[src/rtl/sseg2bcd_pkg.sv]
// -----------------------------------------------------------------------------
// sseg2bcd_pkg
// Shared definitions for the seven-segment to binary reconstructor:
//   - FSM state encoding (IDLE / CAPTURE / ASSEMBLE)
//   - active-low segment patterns (abcdefg, 'a' is the MSB of a [6:0] vector)
//   - anode position indices and the active-low anode codes that select them
//   - small helpers that classify an anode vector
// No ports; imported by sseg_digit_dec and sseg2bcd.
// -----------------------------------------------------------------------------
package sseg2bcd_pkg;

  typedef enum logic [1:0] {
    ST_IDLE     = 2'd0,
    ST_CAPTURE  = 2'd1,
    ST_ASSEMBLE = 2'd2
  } state_t;

  // Segment patterns, active-low, bit 6 = a ... bit 0 = g
  localparam logic [6:0] SEG_0     = 7'b0000001;
  localparam logic [6:0] SEG_1     = 7'b1001111;
  localparam logic [6:0] SEG_2     = 7'b0010010;
  localparam logic [6:0] SEG_3     = 7'b0000110;
  localparam logic [6:0] SEG_4     = 7'b1001100;
  localparam logic [6:0] SEG_5     = 7'b0100100;
  localparam logic [6:0] SEG_6     = 7'b0100000;
  localparam logic [6:0] SEG_7     = 7'b0001111;
  localparam logic [6:0] SEG_8     = 7'b0000000;
  localparam logic [6:0] SEG_9     = 7'b0000100;
  localparam logic [6:0] SEG_BLANK = 7'b1111111;

  // Digit positions; the index is also the bit in the capture mask
  localparam logic [1:0] POS_N2_UNITS = 2'd0;
  localparam logic [1:0] POS_N2_TENS  = 2'd1;
  localparam logic [1:0] POS_N1_UNITS = 2'd2;
  localparam logic [1:0] POS_N1_TENS  = 2'd3;

  // Active-low anode codes selecting exactly one position
  localparam logic [3:0] AN_N2_UNITS = 4'b1110;
  localparam logic [3:0] AN_N2_TENS  = 4'b1101;
  localparam logic [3:0] AN_N1_UNITS = 4'b1011;
  localparam logic [3:0] AN_N1_TENS  = 4'b0111;
  localparam logic [3:0] AN_BLANK    = 4'b1111;

  // True when exactly one anode is driven
  function automatic logic an_one_low(input logic [3:0] an);
    logic one_low;
    case (an)
      AN_N2_UNITS, AN_N2_TENS, AN_N1_UNITS, AN_N1_TENS: one_low = 1'b1;
      default:                                          one_low = 1'b0;
    endcase
    return one_low;
  endfunction

  // Position index of a single-low anode code (0 for anything else)
  function automatic logic [1:0] an_pos(input logic [3:0] an);
    logic [1:0] pos;
    case (an)
      AN_N2_UNITS: pos = POS_N2_UNITS;
      AN_N2_TENS:  pos = POS_N2_TENS;
      AN_N1_UNITS: pos = POS_N1_UNITS;
      AN_N1_TENS:  pos = POS_N1_TENS;
      default:     pos = 2'd0;
    endcase
    return pos;
  endfunction

endpackage

[src/rtl/sseg_digit_dec.sv]
// -----------------------------------------------------------------------------
// sseg_digit_dec
// Combinational decode of one active-low seven-segment pattern to a BCD digit.
// Ports:
//   i_seg  [6:0] in  segment pattern, bit 6 = a ... bit 0 = g, active-low
//   i_tens       in  pattern belongs to a tens position (blank allowed as 0)
//   digit  [3:0] out decoded digit (0 when bad)
//   bad          out pattern is not a legal digit for this position
// -----------------------------------------------------------------------------
module sseg_digit_dec
  import sseg2bcd_pkg::*;
(
  input  logic [6:0] i_seg,
  input  logic       i_tens,
  output logic [3:0] digit,
  output logic       bad
);

  // Table lookup; an all-off tens digit is a suppressed leading zero
  always_comb begin
    digit = 4'd0;
    bad   = 1'b0;
    case (i_seg)
      SEG_0: digit = 4'd0;
      SEG_1: digit = 4'd1;
      SEG_2: digit = 4'd2;
      SEG_3: digit = 4'd3;
      SEG_4: digit = 4'd4;
      SEG_5: digit = 4'd5;
      SEG_6: digit = 4'd6;
      SEG_7: digit = 4'd7;
      SEG_8: digit = 4'd8;
      SEG_9: digit = 4'd9;
      SEG_BLANK: begin
        digit = 4'd0;
        if (i_tens) begin
          bad = 1'b0;
        end else begin
          bad = 1'b1;
        end
      end
      default: begin
        digit = 4'd0;
        bad   = 1'b1;
      end
    endcase
  end

endmodule

[src/rtl/sseg2bcd.sv]
// -----------------------------------------------------------------------------
// sseg2bcd
// Watches a multiplexed 4-digit active-low seven-segment display and rebuilds
// the two 2-digit numbers shown on it (num1 on an[3:2], num2 on an[1:0]).
// Each anode dwell is debounced by a stability counter and sampled once; after
// all four positions have been captured the frame is assembled into binary.
// Parameters:
//   STABLE_CYCLES  identical {an,sseg} samples needed before acceptance (2..255)
// Ports:
//   clk            system clock, rising edge
//   rst            asynchronous reset, active-low
//   sseg  [0:6]    segment lines, active-low, sseg[0] = a
//   an    [3:0]    anode enables, active-low
//   num1  [3:0]    last good value of the first number
//   num2  [3:0]    last good value of the second number
//   valid          one-cycle pulse when num1/num2 are loaded
//   err            decode-fault level, cleared by the next good frame
//   err_cnt [7:0]  saturating fault counter (only with SSEG2BCD_ERRCNT_EN)
// Optional feature macro: SSEG2BCD_ERRCNT_EN
// -----------------------------------------------------------------------------
module sseg2bcd
  import sseg2bcd_pkg::*;
#(
  parameter int STABLE_CYCLES = 4
) (
  input  logic       clk,
  input  logic       rst,
  input  logic [0:6] sseg,
  input  logic [3:0] an,
  output logic [3:0] num1,
  output logic [3:0] num2,
  output logic       valid,
  output logic       err
`ifdef SSEG2BCD_ERRCNT_EN
  ,
  output logic [7:0] err_cnt
`endif
);

  localparam logic [7:0] STAB_MAX = 8'(STABLE_CYCLES);
  localparam logic [7:0] STAB_HIT = 8'(STABLE_CYCLES - 1);

  // Reorders the ascending port range so 'a' lands in bit 6
  logic [6:0]       w_seg;

  logic [3:0]       r_in_an;
  logic [6:0]       r_in_seg;
  logic [3:0]       r_prev_an;
  logic [6:0]       r_prev_seg;
  logic [7:0]       r_cnt;

  logic             w_same;
  logic             w_hit;
  logic             w_one_low;
  logic             w_blank_an;
  logic             w_sample;
  logic             w_reject;
  logic [1:0]       w_pos_idx;
  logic [3:0]       w_pos_bit;
  logic             w_tens;
  logic [3:0]       w_digit;
  logic             w_bad;

  state_t           r_state;
  logic [3:0]       r_mask;
  logic             r_faulty;
  logic [3:0][3:0]  r_dig;
  logic [3:0]       r_num1;
  logic [3:0]       r_num2;
  logic             r_valid;
  logic             r_err;

  logic [6:0]       w_val1;
  logic [6:0]       w_val2;
  logic             w_ovf;

  assign w_seg = sseg;

  // Input register: everything downstream works on this copy
  always_ff @(posedge clk or negedge rst) begin
    if (!rst) begin
      r_in_an    <= 4'b1111;
      r_in_seg   <= 7'b1111111;
      r_prev_an  <= 4'b1111;
      r_prev_seg <= 7'b1111111;
    end else begin
      r_in_an    <= an;
      r_in_seg   <= w_seg;
      r_prev_an  <= r_in_an;
      r_prev_seg <= r_in_seg;
    end
  end

  assign w_same = ({r_in_an, r_in_seg} == {r_prev_an, r_prev_seg});

  // Stability counter: counts repeats of the registered input, saturating
  always_ff @(posedge clk or negedge rst) begin
    if (!rst) begin
      r_cnt <= 8'd0;
    end else if (!w_same) begin
      r_cnt <= 8'd0;
    end else if (r_cnt < STAB_MAX) begin
      r_cnt <= r_cnt + 8'd1;
    end else begin
      r_cnt <= r_cnt;
    end
  end

  // w_same is also required so that a count left at STAB_HIT by a
  // just-ended dwell cannot sample the first cycle of the next one.
  assign w_hit      = w_same && (r_cnt == STAB_HIT);
  assign w_one_low  = an_one_low(r_in_an);
  assign w_blank_an = (r_in_an == AN_BLANK);
  assign w_sample   = w_hit && w_one_low;
  assign w_reject   = w_hit && !w_one_low && !w_blank_an;
  assign w_pos_idx  = an_pos(r_in_an);
  assign w_pos_bit  = 4'b0001 << w_pos_idx;
  assign w_tens     = (w_pos_idx == POS_N1_TENS) || (w_pos_idx == POS_N2_TENS);

  sseg_digit_dec u_dec (
    .i_seg  (r_in_seg),
    .i_tens (w_tens),
    .digit  (w_digit),
    .bad    (w_bad)
  );

  // Digit store: a sampled digit always lands in its position, in any state
  always_ff @(posedge clk or negedge rst) begin
    if (!rst) begin
      r_dig <= '0;
    end else if (w_sample) begin
      r_dig[w_pos_idx] <= w_digit;
    end else begin
      r_dig <= r_dig;
    end
  end

  // Values are formed 7 bits wide so that 20..99 cannot alias back below 16
  assign w_val1 = ({3'b000, r_dig[POS_N1_TENS]} * 7'd10) + {3'b000, r_dig[POS_N1_UNITS]};
  assign w_val2 = ({3'b000, r_dig[POS_N2_TENS]} * 7'd10) + {3'b000, r_dig[POS_N2_UNITS]};
  assign w_ovf  = (w_val1 > 7'd15) || (w_val2 > 7'd15);

  // Frame FSM with registered num/valid/err outputs
  always_ff @(posedge clk or negedge rst) begin
    if (!rst) begin
      r_state  <= ST_IDLE;
      r_mask   <= 4'b0000;
      r_faulty <= 1'b0;
      r_num1   <= 4'd0;
      r_num2   <= 4'd0;
      r_valid  <= 1'b0;
      r_err    <= 1'b0;
    end else begin
      r_valid <= 1'b0;
      case (r_state)
        ST_IDLE: begin
          if (w_sample) begin
            r_mask   <= r_mask | w_pos_bit;
            r_faulty <= r_faulty | w_bad;
            r_state  <= ST_CAPTURE;
          end else begin
            r_state  <= ST_IDLE;
          end
        end
        ST_CAPTURE: begin
          if (w_sample) begin
            r_mask   <= r_mask | w_pos_bit;
            r_faulty <= r_faulty | w_bad;
            // Leave on the completing sample so ASSEMBLE is the next cycle
            if ((r_mask | w_pos_bit) == 4'b1111) begin
              r_state <= ST_ASSEMBLE;
            end else begin
              r_state <= ST_CAPTURE;
            end
          end else begin
            r_state <= ST_CAPTURE;
          end
        end
        ST_ASSEMBLE: begin
          if (r_faulty || w_ovf) begin
            r_err <= 1'b1;
          end else begin
            r_num1  <= w_val1[3:0];
            r_num2  <= w_val2[3:0];
            r_valid <= 1'b1;
            r_err   <= 1'b0;
          end
          // A digit sampled now opens the next frame
          if (w_sample) begin
            r_mask   <= w_pos_bit;
            r_faulty <= w_bad;
          end else begin
            r_mask   <= 4'b0000;
            r_faulty <= 1'b0;
          end
          r_state <= ST_IDLE;
        end
        default: begin
          r_state  <= ST_IDLE;
          r_mask   <= 4'b0000;
          r_faulty <= 1'b0;
        end
      endcase
      // Faults seen this cycle win over a clear from ASSEMBLE
      if (w_reject || (w_sample && w_bad)) begin
        r_err <= 1'b1;
      end
    end
  end

  assign num1  = r_num1;
  assign num2  = r_num2;
  assign valid = r_valid;
  assign err   = r_err;

`ifdef SSEG2BCD_ERRCNT_EN
  logic       w_frame_bad;
  logic [1:0] w_inc;
  logic [8:0] w_cnt_sum;
  logic [7:0] r_err_cnt;

  assign w_frame_bad = (r_state == ST_ASSEMBLE) && (r_faulty || w_ovf);
  assign w_inc       = {1'b0, w_frame_bad} + {1'b0, w_reject};
  assign w_cnt_sum   = {1'b0, r_err_cnt} + {7'b0000000, w_inc};

  // Saturating count of rejected frames and rejected anode dwells
  always_ff @(posedge clk or negedge rst) begin
    if (!rst) begin
      r_err_cnt <= 8'd0;
    end else if (w_cnt_sum > 9'd255) begin
      r_err_cnt <= 8'd255;
    end else begin
      r_err_cnt <= w_cnt_sum[7:0];
    end
  end

  assign err_cnt = r_err_cnt;
`endif

endmodule

[config.mk]
export PLATFORM = sky130hd
export DESIGN_NAME = sseg2bcd
export DESIGN_NICKNAME = d
export VERILOG_FILES = /design/src/rtl/sseg2bcd_pkg.sv /design/src/rtl/sseg_digit_dec.sv /design/src/rtl/sseg2bcd.sv
export SDC_FILE = /design/constraint.sdc
export NUM_CORES = 1
export LEC_CHECK = 0
export ABC_CLOCK_PERIOD_IN_PS = 5300
export CAP_MARGIN = 15
export CELL_PAD_IN_SITES_DETAIL_PLACEMENT = 1
export CELL_PAD_IN_SITES_GLOBAL_PLACEMENT = 2
export CORE_ASPECT_RATIO = 0.5
export CORE_MARGIN = 2
export CORE_UTILIZATION = 35
export DETAILED_ROUTE_END_ITERATION = 8
export PLACE_DENSITY_LB_ADDON = 0.2
export SLEW_MARGIN = 20
export SYNTH_ARGS = -nofsm -noshare
export SYNTH_HDL_FRONTEND = slang
export SYNTH_SLANG_ARGS = --single-unit
[constraint.sdc]
create_clock -name clk -period 5.3 [get_ports clk]
set_input_delay 1.59 -clock clk [delete_from_list [all_inputs] [get_ports clk]]
set_output_delay 1.59 -clock clk [all_outputs]
set_load 0.02 [all_outputs]
==> impl_metrics.toml <==
[global_route]
grt_first_pass_wirelength_mm = 11.05
overflow = 0
grt_max_degree = 34
antenna_found_initial = 0
grt_usage = 0.1554
grt_pass1_vias = 2173

[pwr]
clkPwrFrac = 0.495
power.total_w = 0.001099
peakVddDrop_uv = 148.9
powerDensity_nw_per_um2 = 303.1
power_switching_share = 0.2359
leakage_nw = 1.612
p_comb_frac = 0.039
seq_power_share = 0.466
intPower_w = 0.0008396
p_switching_w = 0.0002592

[synthesis]
syn-num-nets = 300
ys_seq_area_frac = 0.5306
ys_warn_count = 0
synth_top_area_share = 0.3394
yosysUniqueCellTypes = 40
synth_edf_count = 0
syn_inst = 268
syn_area_um2 = 3023
async_reset_ff_frac = 1.000
synth_top_area_cell = "dfrtp_1"
synth_commonest_cells = "41 x dfrtp_1, 34 x nand2_1, 23 x o21ai_0"
synth_flop_cell = "dfrtp_1"
syn_area_per_cell_um2 = 11.28
synth-seq-cells = 63
yosysMostFrequentCell = "dfrtp_1"
synthTopCellsByArea = "dfrtp_1 34%, dfstp_2 19%, ha_1 6.2%, xnor2_1 5.5%, nand2_1 4.2%"

[clock_network]
cts_root_buffer = "clkbuf_16"
cts_tree = "yes"
clk_pin_slew_ns = 0.06
clock_sinks = 63
cts_buffers = 9
post_cts_resized = 0
cts_max_level = 3
postCtsSetupRepairBufs = 0
clockBufferDepth = 2
insertion_delay_ns = 0.33
hold_buffers = 0

[die]
row_count = 23
die_h_um = 69.72
dieArea_um2 = 9442
ios = 23
fp.coreArea_um2 = 8202
start_util = 0.3686
die_w_um = 135.4

[sta]
setup_violations = 0
rsz0062_at_grt = "no"
maxSlewHeadroom = 0.5055
fin_skew_ns = 0.006059
fin_crit_sh = 0.5621
worst_pin_slew_ns = 0.7361
hold-worst-slack_ns = 0.4148
layout_min_cycle_time_ns = 2.979
hold_viol = 0
report.final.slew_viol_count = 0
fin_tns_setup_ns = 0
fmax_mhz = 335.7

[detailed_routing]
wirelength_mm = 6.394
drc = 0
routed.top_layer = "met4"
vias = 2035
vias_per_cell = 4.988
drtPass1Iterations = 4
wl_met3_um = 234
ant_nets = 0
wl_per_cell_um = 15.67
wl_met2_mm = 2.832
wl_met1_mm = 3.202
drt_iter0_markers = 62

[critical_path]
max_stage_delay_ns = 0.54
crit_chain = "ha_1 > ha_1 > fa_1 > nand2_1 > a21oi_1 > xnor2_1 > nor4_1 > nand3_1 > mux2_2"
path_class = "reg2reg"
crit_path_top_delay_cell = "fa_1"
worstPathMaxFanout = 8
critPathCaptureType = "register"
path_buf_inv = 0
required_ns = 5.51
cpLargestDelayFamily = "adder cells"
crit_top_cell = "ha_1"
cp.arrival_ns = 3.19
start_kind = "register"

[cells_and_area]
nets = 323
synthToLayoutAreaGrowth_pct = 19.91
drive_above_1_share = 0.1723
post-route-util = 0.4420
finish.instance_area_um2 = 3625
n_antenna_cell = 0

[run_status]
status = "finished clean"

[placement]
gp_congestion = 0.8232
place_area_um2 = 3344
port_buffers = 22
dp_hpwl_mm = 4.807

[min_path]
hold_path.class = "reg2reg"

[run]
cap_viol_max_count = 0
-- per-layer routing --
layer	vias to the layer above	GRT usage
li1	988	-
met1	1002	0.2070
met2	31	0.2346
met3	14	0.04605
met4	0	0.06944
met5	-	0
-- worst register-to-register path: cells and delay by family, from the launching register on --
kind / cells / cell delay, ns
flops: 1 / 0.42
compound gates: 1 / 0.14
xor+xnor: 1 / 0.08
simple gates: 3 / 0.76
fa+ha+maj: 3 / 1.07
mux: 1 / 0.39
-- flip-flops by register name, summed over array words and instances (netlist names) --
| name | count |
|---|---|
| r_in_an | 4 |
| r_prev_an | 4 |
| err | 1 |
| num1 | 4 |
| r_in_seg | 7 |
| r_faulty | 1 |
| r_dig | 16 |
| r_cnt | 8 |
| r_prev_seg | 7 |
| num2 | 4 |
| r_state | 2 |
| r_mask | 4 |
| valid | 1 |
-- worst paths after layout --
| check | startpoint | to | slack (ns) | cells past startpoint |
|---|---|---|---|---|
| worst max-delay path | r_dig[13]$_DFFE_PN0P_ | num2[1]$_DFFE_PN0P_ | 2.32 | 9 |
| min in group asynchronous | rst | r_cnt[6]$_DFFE_PN0P_ | 1.32 | 1 |
| max in group asynchronous | rst | r_prev_seg[2]$_DFF_PN1_ | 3.09 | 2 |
| worst min-delay path | r_in_seg[2]$_DFF_PN1_ | r_prev_seg[2]$_DFF_PN1_ | 0.41 | 0 |
| worst max register to register | r_dig[13]$_DFFE_PN0P_ | num2[1]$_DFFE_PN0P_ | 2.32 | 9 |
| worst min register to register | r_in_seg[2]$_DFF_PN1_ | r_prev_seg[2]$_DFF_PN1_ | 0.41 | 0 |
-- stage by stage --
| stage | instances | setup slack [ns] |
|---|---|---|
| final | 408 | 2.321 |
| after global routing | 408 | 2.176 |
| after CTS | 408 | 2.294 |
| after detailed placement | 392 | 2.311 |
| after global placement | 392 | 2.412 |
| after floorplan | 268 | 2.581 |
-- layout make-up --
class,count,area (um2)
Sequential cell,63,1604
Tap cell,112,140.1
Multi-Input combinational cell,188,1355
Clock buffer,9,225.2
Clock inverter,7,55.05
Inverter,6,22.52
Timing Repair Buffer,23,222.7
Fill cell,900,4577
-- power groups by stage --
stage	sequential, W	clock, W	combinational [W]
2_1_floorplan	0.000509	0	0.0000300
3_3_place_gp	0.000519	0	0.0000427
3_5_place_dp	0.000520	0	0.0000440
4_1_cts	0.000512	0.000566	0.0000444
5_1_grt	0.000514	0.000584	0.0000491
6_report	0.000512	0.000544	0.0000429
-- logic make-up after synthesis --
logic type	after synthesis	synth area share
xor gates and xnor gates	23	0.06664
buffers and inverters	17	0.02111
and+or+nand+nor	83	0.1515
adders and majority gates	19	0.08858
muxes	8	0.02980
DFF	63	0.5306
AOI/OAI and AO/OA	55	0.1118
-- cell usage in the layout (no fill, tap or decap), types with 3 or more instances in the layout --
cell             Yosys  final
and2_1               7      7
fa_1                 4      4
xnor2_1             19     19
nand4_1              5      5
nor3_1               3      3
nand2_1             34     34
clkdlybuf4s50_1      0     21
o22ai_1              4      4
ha_1                15     15
nor2_1               6      6
a21oi_1             10     10
nor2b_1              3      3
nand3_1             10     10
clkbuf_16            0      9
inv_1                6      6
dfrtp_1             41     41
dfstp_2             22     22
mux2_2               8      8
nor4b_1              3      3
o21ai_0             23     23
xor2_1               4      4
Note: power is estimated with default switching activity, not from simulation.
==> RTL edit 1 (same flow settings) <==
Compare `r_cnt` against `STAB_HIT` with >= in place of ==.
--- a/src/rtl/sseg2bcd.sv
+++ b/src/rtl/sseg2bcd.sv
@@ -108,7 +108,7 @@
 
   // w_same is also required so that a count left at STAB_HIT by a
   // just-ended dwell cannot sample the first cycle of the next one.
-  assign w_hit      = w_same && (r_cnt == STAB_HIT);
+  assign w_hit      = w_same && (r_cnt >= STAB_HIT);
   assign w_one_low  = an_one_low(r_in_an);
   assign w_blank_an = (r_in_an == AN_BLANK);
   assign w_sample   = w_hit && w_one_low;
Formal check against the unedited RTL: no difference found for any inputs over 10 cycles, from zero or initial values and one cycle with rst low; that may be too few to reach the edited logic, so the function may still have changed.
==> RTL edit 1 against the original RTL <==
  * Area after synthesis grew 3.4%
  * Clock power grew 8.6%
  * Synthesized cell count shrank 6.7%
  * Critical path type unchanged
  * Power grew 4.4%
  * Hold slack gained 2.9 ps
  * Routed wire length grew 4.3%
  * Final area grew 3.2%
  * Sequential cell count is the same
  * Largest power group unchanged
  * Setup slack lost 120 ps
  * Fmax shrank 3.9%
  * First-iteration DRC count grew 3.2%
  * Sequential share of layout area shrank 1.4 points
==> RTL edit 1: results <==
set metrics [dict create \
    gr-usage-all-layers 0.159 \
    intPower_uw 904 \
    reg2reg_from "r_dig[5]$_DFFE_PN0N_" \
    grt_max_degree 33 \
    synth-compound-area-share 0.0853 \
    rrSetupSlack_ps 2200 \
    wl_met2_mm 3.17 \
    critPathMaxStageDelay_ps 480 \
    n_fill_cell 915 \
    crit_slowest_cell "a21boi_2" \
    grt_use_met2 0.248 \
    p_clk_uw 591 \
    status "completed" \
    dpl.cell_count 380 \
    ir_drop_mv 0.155 \
    nets 306 \
    syn_nets 282 \
    vias 2034 \
    hp-start "r_in_seg[0]$_DFF_PN1_" \
    dp_hpwl_mm 4.76 \
    post_dp_cell_area_um2 3440 \
    yosys-top-cells-count "dfrtp_1 (41), mux2_2 (24), dfstp_2 (22)" \
    grt_pass1_wl_mm 11.6 \
    r2r_cells 8 \
    final.min_clock_period_ps 3100 \
    synth_xor_area_frac 0.0617 \
    hold_path_end "r_prev_seg[0]$_DFF_PN1_" \
    use_met1 0.208 \
    pg_seq_uw 513 \
    synth.area.top_cells "dfrtp_1 (33%), dfstp_2 (19%), mux2_2 (8.7%), ha_1 (6.0%), xor2_1 (5.0%)" \
    synth_mux_area_frac 0.0929 \
    worst_pin_slew_ps 836 \
    wl_met1_mm 3.20 \
    avgRoutedWirePerCell_um 16.8 \
    hold_slack_ps 418 \
    drt_wl_total_mm 6.67 \
    clkPwrFrac 0.516 \
    leakagePower_uw 0.00170 \
    use_met3 0.0452 \
    wl_met3_um 171 \
]
## RTL edit 1: cell types whose count changed after synthesis, sizes merged, moves of 4 or more
| cell | change |
|---|---|
| clkbuf | -6 |
| xor2 | +14 |
| nand2 | -20 |
| buf | +5 |
| nor2 | +7 |
| o21ai | -22 |
| a21oi | +4 |
| mux2 | +16 |
| nand2b | +4 |
| xnor2 | -15 |
## RTL edit 1: cell type report
type                       count  area share
sequential                    63       0.429
timing repair buffer          23      0.0596
clock inverter                 4      0.0120
clock buffer                  12      0.0686
multi-input combinational    174       0.389
tap                          117      0.0391
inverter                       3     0.00301
## RTL edit 1: logic make-up (layout without fill, tap and decap cells)
kind of cell,after synthesis,after routing
buffers and inverters,13,42
adders and majority gates,20,20
DFF,63,63
and+or+nand+nor,68,68
xor gates and xnor gates,22,22
muxes,26,26
AOI/OAI and AO/OA,38,38
==> RTL edit 2 (same flow settings) <==
Made on the original files. Build with the macro `SSEG2BCD_ERRCNT_EN` defined.
--- a/src/rtl/sseg2bcd.sv
+++ b/src/rtl/sseg2bcd.sv
@@ -18,6 +18,8 @@
 //   err_cnt [7:0]  saturating fault counter (only with SSEG2BCD_ERRCNT_EN)
 // Optional feature macro: SSEG2BCD_ERRCNT_EN
 // -----------------------------------------------------------------------------
+`define SSEG2BCD_ERRCNT_EN
+
 module sseg2bcd
   import sseg2bcd_pkg::*;
 #(
Formal check against the unedited RTL (old outputs only; new: err_cnt): equivalent (Yosys induction, for registers that start in step).
==> RTL edit 2 against the original RTL <==
  * Final area is 14% higher
  * Area after synthesis is 13% higher
  * Count of clock-buffer cells in the layout is 1 higher
  * Combinational power is 5.8% higher
  * Setup slack worse by 760 ps
  * Power is 11% higher
  * Die area is 13% higher
  * Critical path depth is 4 higher
  * Fmax is 20% lower
  * Via count is 17% higher
  * Routed wire length is 25% higher
  * Sequential cell count is 8 higher
==> RTL edit 2: results <==
set metrics [dict create \
    fin_skew_ps 7.35 \
    insertion_delay_ps 340 \
    netlist_instances 306 \
    leakagePower_uw 0.00185 \
    path_max_fanout 6 \
    postCtsSetupBuffers 0 \
    layout.cells.non_filler 474 \
    top_register "r_dig" \
    ir_drop_mv 0.137 \
    grt_pass1_wl_mm 13.6 \
    place.gp.congestion 0.808 \
    critPathMaxStageDelay_ps 460 \
    syn_nets 340 \
    pg_seq_uw 573 \
    powerComb_uw 45.4 \
    via_per_inst 5.01 \
    n_fill_cell 1027 \
    worst_pin_slew_ps 867 \
    grt_pass1_vias 2568 \
    cts_resized 0 \
    synth.area.top_cells "dfrtp_1 (36%), dfstp_2 (17%), ha_1 (5.8%), xnor2_1 (4.6%), o21ai_0 (3.4%)" \
    dpl.cell_count 458 \
    largest_reg_flops 16 \
    grt_max_degree 40 \
    first_iter_violations 94 \
    firstDrtPassIters 4 \
    dp_hpwl_mm 5.85 \
    gr-usage-all-layers 0.173 \
    drive_gt1_frac 0.159 \
    path_clk_slew_ps 60 \
    cts_root_buf "clkbuf_16" \
    antenna_cells 0 \
    nets 368 \
    hold_class "reg2reg" \
    antenna_found_initial 0 \
    post_dp_cell_area_um2 3840 \
    yosysWarnings 0 \
    ys_types 49 \
    drt_wl_total_mm 8.01 \
    dp_slack_ps 1540 \
    yosys-top-cells-count "dfrtp_1 (49), nand2_1 (30), o21ai_0 (23)" \
    p_sw_frac 0.225 \
    port-buffer-count 30 \
    combPwrFrac 0.037 \
    status "completed" \
    cts_buffer_depth 2 \
    cts_buffers 9 \
    crit_slowest_cell "fa_1" \
    async_flop_share 1.00 \
    path_delay_family "adder cells" \
    critPathArrivalTime_ps 3950 \
    h-tree-depth 3 \
    seq_area_frac_synth 0.527 \
]
RTL edit 2: cell types whose count changed in the layout (fill, tap and decap cells not counted), moves of 3 or more:
cell / change
a31oi_1: +5
nor3_1: +3
nor2_1: +4
a21oi_1: +5
nand2_1: -4
nand3b_1: +4
dfrtp_1: +8
nor4b_1: -3
clkdlybuf4s50_1: +8
nand2b_1: +6
nand3_1: +4
RTL edit 2: final timing paths:
check,startpoint,endpoint,slack [ps],cells after the start
max,r_dig[13]$_DFFE_PN0P_,err_cnt[3]$_DFF_PN0_,1560,13
min,r_in_an[0]$_DFF_PN1_,r_prev_an[0]$_DFF_PN1_,400,0
max in group asynchronous,rst,r_in_seg[1]$_DFF_PN1_,2950,2
min reg2reg,r_in_an[0]$_DFF_PN1_,r_prev_an[0]$_DFF_PN1_,400,0
min in group asynchronous,rst,r_dig[12]$_DFFE_PN0P_,1340,1
max reg2reg,r_dig[13]$_DFFE_PN0P_,err_cnt[3]$_DFF_PN0_,1560,13
RTL edit 2: cell type report:
type,count,area (µm²),area share
clock inverter,6,70.1,0.0169
clock buffer,10,229,0.0554
timing repair buffer,31,303,0.0732
multi-input combinational,217,1550,0.374
tap,135,169,0.0408
sequential,71,1800,0.436
inverter,4,15.0,0.00363
RTL edit 2: kinds of logic (layout without fill, tap and decap cells):
logic type,after synthesis,in the layout,share of synthesized area
XOR/XNOR,21,21,0.0537
adder cells (fa/ha/maj),21,21,0.0877
AO/OA/AOI/OAI,61,61,0.106
AND/OR/NAND/NOR,105,105,0.174
multiplexers,9,9,0.0292
flip-flops,71,71,0.527
buffers and inverters,18,51,0.0219
RTL edit 2: routing by layer:
layer  vias to the layer above  wire length [µm]  track usage
met5                         -                 0            0
met3                         7               298       0.0560
met4                         0                76       0.0556
met2                        35              3640        0.272
li1                       1138                 -            -
met1                      1196              4000        0.232
